--- config.mk ---
export PLATFORM = sky130hd
export DESIGN_NAME = seq_chunk_mult_ctrl
export DESIGN_NICKNAME = d
export VERILOG_FILES = /design/src/rtl/seq_chunk_mult_ctrl.sv
export SDC_FILE = /design/constraint.sdc
export NUM_CORES = 1
export LEC_CHECK = 0
export ABC_AREA = 1
export CAP_MARGIN = 20
export CORE_MARGIN = 2
export CORE_UTILIZATION = 39
export DETAILED_ROUTE_END_ITERATION = 10
export GPL_ROUTABILITY_DRIVEN = 0
export SLEW_MARGIN = 0
export SYNTH_ARGS = -nofsm -noshare
export SYNTH_HDL_FRONTEND = slang
export SYNTH_SLANG_ARGS = --single-unit
--- constraint.sdc ---
create_clock -name clk -period 4.03 [get_ports clk]
set_input_delay 1.209 -clock clk [delete_from_list [all_inputs] [get_ports clk]]
set_output_delay 1.209 -clock clk [all_outputs]
set_load 0.005 [all_outputs]
--- src/rtl/seq_chunk_mult_ctrl.sv ---
// Multi-cycle unsigned WxW multiplier that walks one shared 3x3 cell over all digit pairs.
// Optional build macro MULT_ZERO_BYPASS_EN: a zero operand skips straight to DONE with y=0.

module three_bit_mult (
  input  logic [2:0] a_i,
  input  logic [2:0] b_i,
  output logic [5:0] y_o
);
  assign y_o = a_i * b_i;
endmodule

module seq_chunk_mult_ctrl #(
  parameter int W = 6
) (
  input  logic             clk,
  input  logic             rst,
  input  logic             start,
  input  logic [W-1:0]     a,
  input  logic [W-1:0]     b,
  output logic             busy,
  output logic             done,
  output logic [2*W-1:0]   y
);
  localparam int D  = W / 3;
  localparam int CW = (D > 1) ? $clog2(D) : 1;
  localparam int SW = $clog2(2 * W) + 1;

  localparam logic [1:0] S_IDLE = 2'd0;
  localparam logic [1:0] S_BUSY = 2'd1;
  localparam logic [1:0] S_DONE = 2'd2;

  localparam logic [CW-1:0] LAST_DIGIT = CW'(D - 1);

  generate
    if ((W % 3) != 0 || W < 3) begin : g_bad_width
      $error("seq_chunk_mult_ctrl: W must be a multiple of 3 and >= 3");
    end
  endgenerate

  logic [1:0]       state_q, state_d;
  logic [W-1:0]     a_q, a_d, b_q, b_d;
  logic [2*W-1:0]   acc_q, acc_d, y_q, y_d;
  logic [CW-1:0]    i_q, i_d, j_q, j_d;
  logic             busy_q, done_q;

  logic [SW-1:0]    a_sh, b_sh, pp_sh_amt;
  logic [2:0]       a_dig, b_dig;
  logic [5:0]       pp;
  logic [2*W-1:0]   pp_sh;

  // i walks the multiplicand digits (inner), j the multiplier digits (outer).
  assign a_sh      = SW'(3) * SW'(i_q);
  assign b_sh      = SW'(3) * SW'(j_q);
  assign pp_sh_amt = SW'(3) * (SW'(i_q) + SW'(j_q));
  assign a_dig     = 3'(a_q >> a_sh);
  assign b_dig     = 3'(b_q >> b_sh);
  assign pp_sh     = (2*W)'(pp) << pp_sh_amt;

  three_bit_mult u_cell (
    .a_i (a_dig),
    .b_i (b_dig),
    .y_o (pp)
  );

  always_comb begin
    // NOTE: every variable gets a default here so no path leaves it unassigned (no latches).
    state_d = state_q;
    a_d     = a_q;
    b_d     = b_q;
    acc_d   = acc_q;
    i_d     = i_q;
    j_d     = j_q;
    y_d     = y_q;
    case (state_q)
      S_IDLE, S_DONE: begin
        state_d = S_IDLE;
        if (start) begin
          a_d     = a;
          b_d     = b;
          acc_d   = '0;
          i_d     = '0;
          j_d     = '0;
          state_d = S_BUSY;
`ifdef MULT_ZERO_BYPASS_EN
          if (a == '0 || b == '0) begin
            y_d     = '0;
            state_d = S_DONE;
          end
`else
`endif
        end
      end
      S_BUSY: begin
        acc_d = acc_q + pp_sh;
        if (i_q == LAST_DIGIT) begin
          i_d = '0;
          if (j_q == LAST_DIGIT) begin
            y_d     = acc_q + pp_sh;
            state_d = S_DONE;
          end else begin
            j_d = j_q + 1'b1;
          end
        end else begin
          i_d = i_q + 1'b1;
        end
      end
      default: state_d = S_IDLE;
    endcase
  end

  // NOTE: sequential state uses non-blocking assignments so all flops update together.
  always_ff @(posedge clk or posedge rst) begin
    if (rst) begin
      state_q <= S_IDLE;
      a_q     <= '0;
      b_q     <= '0;
      acc_q   <= '0;
      i_q     <= '0;
      j_q     <= '0;
      y_q     <= '0;
      busy_q  <= 1'b0;
      done_q  <= 1'b0;
    end else begin
      state_q <= state_d;
      a_q     <= a_d;
      b_q     <= b_d;
      acc_q   <= acc_d;
      i_q     <= i_d;
      j_q     <= j_d;
      y_q     <= y_d;
      busy_q  <= (state_d == S_BUSY);
      done_q  <= (state_d == S_DONE);
    end
  end

  assign busy = busy_q;
  assign done = done_q;
  assign y    = y_q;

endmodule
==> results of run 1 <==
cells in the mapped netlist, drive strengths merged:
master / number / share of area [%]
nand4: 5 / 1.2
nor4: 1 / 0.24
inv: 34 / 5.0
nor2: 20 / 3.1
o21ai: 24 / 4.6
nand3: 21 / 4.6
mux2: 9 / 3.8
clkbuf: 1 / 0.14
o21bai: 1 / 0.29
nand2: 84 / 12
fa: 3 / 2.3
mux2i: 2 / 0.76
xnor2: 3 / 1.0
nor3: 5 / 1.1
xor2: 3 / 1.0
a22o: 1 / 0.33
buf: 6 / 1.9
o22ai: 6 / 1.4
a21o: 1 / 0.29
a31oi: 3 / 0.71
ha: 19 / 9.0
or2: 6 / 1.4
dfrtp: 42 / 40
o32ai: 1 / 0.33
a21oi: 15 / 3.1
what timing repair did:
action / 4_1_cts / 5_1_grt
hold endpoints to repair: 0 / 0
setup endpoints to repair: 12 / 16
hold buffers: 0 / 0
gates resized for setup: 7 / 46
setup buffers: 2 / 6
pin swaps: 3 / 25
worst max-delay path: stages, from the launching register on:
cell	delay, ns
dfrtp_2	0.48
nand2_1	0.11
o21ai_2	0.07
or2_4	0.26
fa_1	0.54
inv_2	0.05
ha_4	0.16
fa_2	0.37
xnor2_2	0.23
o21ai_2	0.09
mux2i_2	0.21
o22ai_1	0.12
ha_1	0.35
nand2_1	0.15
o21ai_2	0.10
a21oi_2	0.15
o21bai_1	0.11
or2_1	0.26
nand3_1	0.08
nand2_1	0.05
per-stage QoR:
stage | cell area (µm²) | instances
after floorplan | 2630 | 316
after detailed placement | 3160 | 440
final | 3510 | 456
after global routing | 3510 | 456
after CTS | 3280 | 450
after global placement | 3160 | 440
routing by layer:
| layer | GRT usage [%] | vias to the layer above | wire length [µm] |
|---|---|---|---|
| li1 | - | 1177 | - |
| met1 | 25.9 | 1109 | 3200 |
| met2 | 26.0 | 36 | 2810 |
| met3 | 3.56 | 5 | 180 |
| met4 | 4.33 | 0 | 61 |
| met5 | 0 | - | 0 |
worst max path at each step:
stage                                from                to  slack (ns)  cells past startpoint
after floorplan           i_q$_DFFE_PP0P_  y[9]$_DFFE_PP0P_        0.07                     23
after global placement    i_q$_DFFE_PP0P_  y[9]$_DFFE_PP0P_       -0.19                     21
after detailed placement  i_q$_DFFE_PP0P_  y[9]$_DFFE_PP0P_       -0.19                     21
after CTS                 i_q$_DFFE_PP0P_  y[9]$_DFFE_PP0P_     -0.0005                     22
after global routing      i_q$_DFFE_PP0P_  y[8]$_DFFE_PP0P_       -0.23                     19
final                     i_q$_DFFE_PP0P_  y[8]$_DFFE_PP0P_       -0.01                     19
layout make-up:
| cell class | count | area, µm² | area share, % |
|---|---|---|---|
| multi-input combinational | 233 | 1590 | 45.2 |
| clock inverter | 2 | 13.8 | 0.392 |
| tap | 77 | 96.3 | 2.74 |
| clock buffer | 6 | 72.6 | 2.06 |
| inverter | 34 | 133 | 3.77 |
| sequential | 42 | 1050 | 30.0 |
| timing repair buffer | 62 | 556 | 15.8 |
registers in the layout, indices dropped and copies added (netlist names):
register,cells
a_q,6
y,12
state_q,2
acc_q,12
b_q,6
done,1
busy,1
i_q,1
j_q,1
logic make-up after synthesis:
logic type,count (synthesis),share of synthesized area (%)
simple gates,142,24.0
compound gates,52,11.1
flops,42,39.9
buf+inv,41,7.13
fa+ha+maj,22,11.3
mux,11,4.61
xor+xnor,6,2.00
==> flow_summary_export.csv, run 1 <==
group,metric,value,unit
detailed_routing,remaining_drc_errors,0,
sta,fin_tns_setup,-0.0131,ns
detailed_routing,drt_iter0_markers,166,
global_routing,grt_pass1_wl,10300,µm
sta,min_period_over_period,100,%
clocking,cts.clk_slew.worst_paths,0.09,ns
setup_path,worstPathArrival,4.24,ns
die,coreArea,0.00642,mm²
placed_design,place_ws,-0.193,ns
global_routing,antenna_found_initial,0,
sta,hold_viol,0,
setup_path,start_kind,"flop",
clocking,root_buffer,"clkbuf_8",
die,die_area,0.00742,mm²
finish,fillers,576,
sta,finalSetupViolations,1,
die,rows,29,
setup_path,crit_fanout,6,
clocking,clockBufferDepth,2,
hold_path,worstHoldPathType,"flop to flop",
placed_design,hpwlAfterDp,4450,µm
hold_path,holdPathEnd,"y[8]$_DFFE_PP0P_",
detailed_routing,wire_per_inst,13.7,µm
setup_path,crit_type,"flop to flop",
hold_path,worstHoldStart,"y[8]$_DFFE_PP0P_",
logic_synthesis,ys_ff_latch,42,
logic_synthesis,synth-seq-area-share,39.9,%
setup_path,r2r_start,"i_q$_DFFE_PP0P_",
setup_path,critPathRequiredTime,4.23,ns
logic_synthesis,syn_nets,353,
setup_path,crit-reg2reg-capture,"y[8]$_DFFE_PP0P_",
setup_path,cp-end-kind,"flop",
die,ioPinCount,29,
detailed_routing,finalWirelength,6250,µm
finish,finish.utilization,54.7,%
job,cap_violations,0,
finish,final_common_cell,"nand2_1",
setup_path,ff2ff_setup_slack,-0.01,ns
placed_design,io_buffer_count,28,
clocking,cts_sinks,42,
logic_synthesis,syn_area_per_cell,8.33,µm²
logic_synthesis,yosys_warnings,0,
die,die_h,86.2,µm
sta,tightest_slew,0.811,ns
sta,whs,0.484,ns
sta,final.min_clock_period,4.04,ns
detailed_routing,ant_nets,0,
global_routing,grt_usage,17.4,%
finish,drive_gt1_share,28.5,%
sta,fin_worst_skew,0.00777,ns
clocking,tritoncts,"done",
logic_synthesis,netlist_area,0.00263,mm²
clocking,clock_latency,0.30,ns
detailed_routing,via_per_inst,5.10,
die,start_util,41.0,%
clocking,cts_made_buffers,5,
logic_synthesis,yosysUniqueCellTypes,36,
detailed_routing,routed-via-count,2327,
detailed_routing,first_pass_iters,4,
finish,antenna_cells,0,
setup_path,r2r_cells,19,
global_routing,grt_start_max_net_pins,24,
run_status,failed_checks,"negative setup slack",
global_routing,overflow,0,
finish,final_cell_mix,"nand2_1, dfrtp_1, buf_4",
die,fp.dieW,86.2,µm
sta,slew_violations,0,
run_status,status,"finished, violations left",
global_routing,grt_pass1_vias,2194,
finish,area_growth,33.5,%
sta,setup_ws,-0.0131,ns
sta,slew_headroom,45.9,%
hold_path,worstHoldPathCells,2,
finish,nNetsFinal,415,
sta,max_freq,0.247,GHz
logic_synthesis,synthesis.instances,316,
clocking,htree_levels,2,
sta,rsz0062_at_grt,"true",
Power of run 1 is not shown: default switching activity piles up to over one toggle a cycle in this logic, so the estimate is an artifact.
==> run 2, diff against run 1 <==
--- a/config.mk
+++ b/config.mk
@@ -9,6 +9,7 @@
 export CAP_MARGIN = 20
 export CORE_MARGIN = 2
 export CORE_UTILIZATION = 39
+export CTS_CLUSTER_SIZE = 12
 export DETAILED_ROUTE_END_ITERATION = 10
 export GPL_ROUTABILITY_DRIVEN = 0
 export SLEW_MARGIN = 0
==> results of run 2 <==
The final DEF is identical to that of run 1; final timing and power are the same.
Power of run 2 is left out for the same reason.
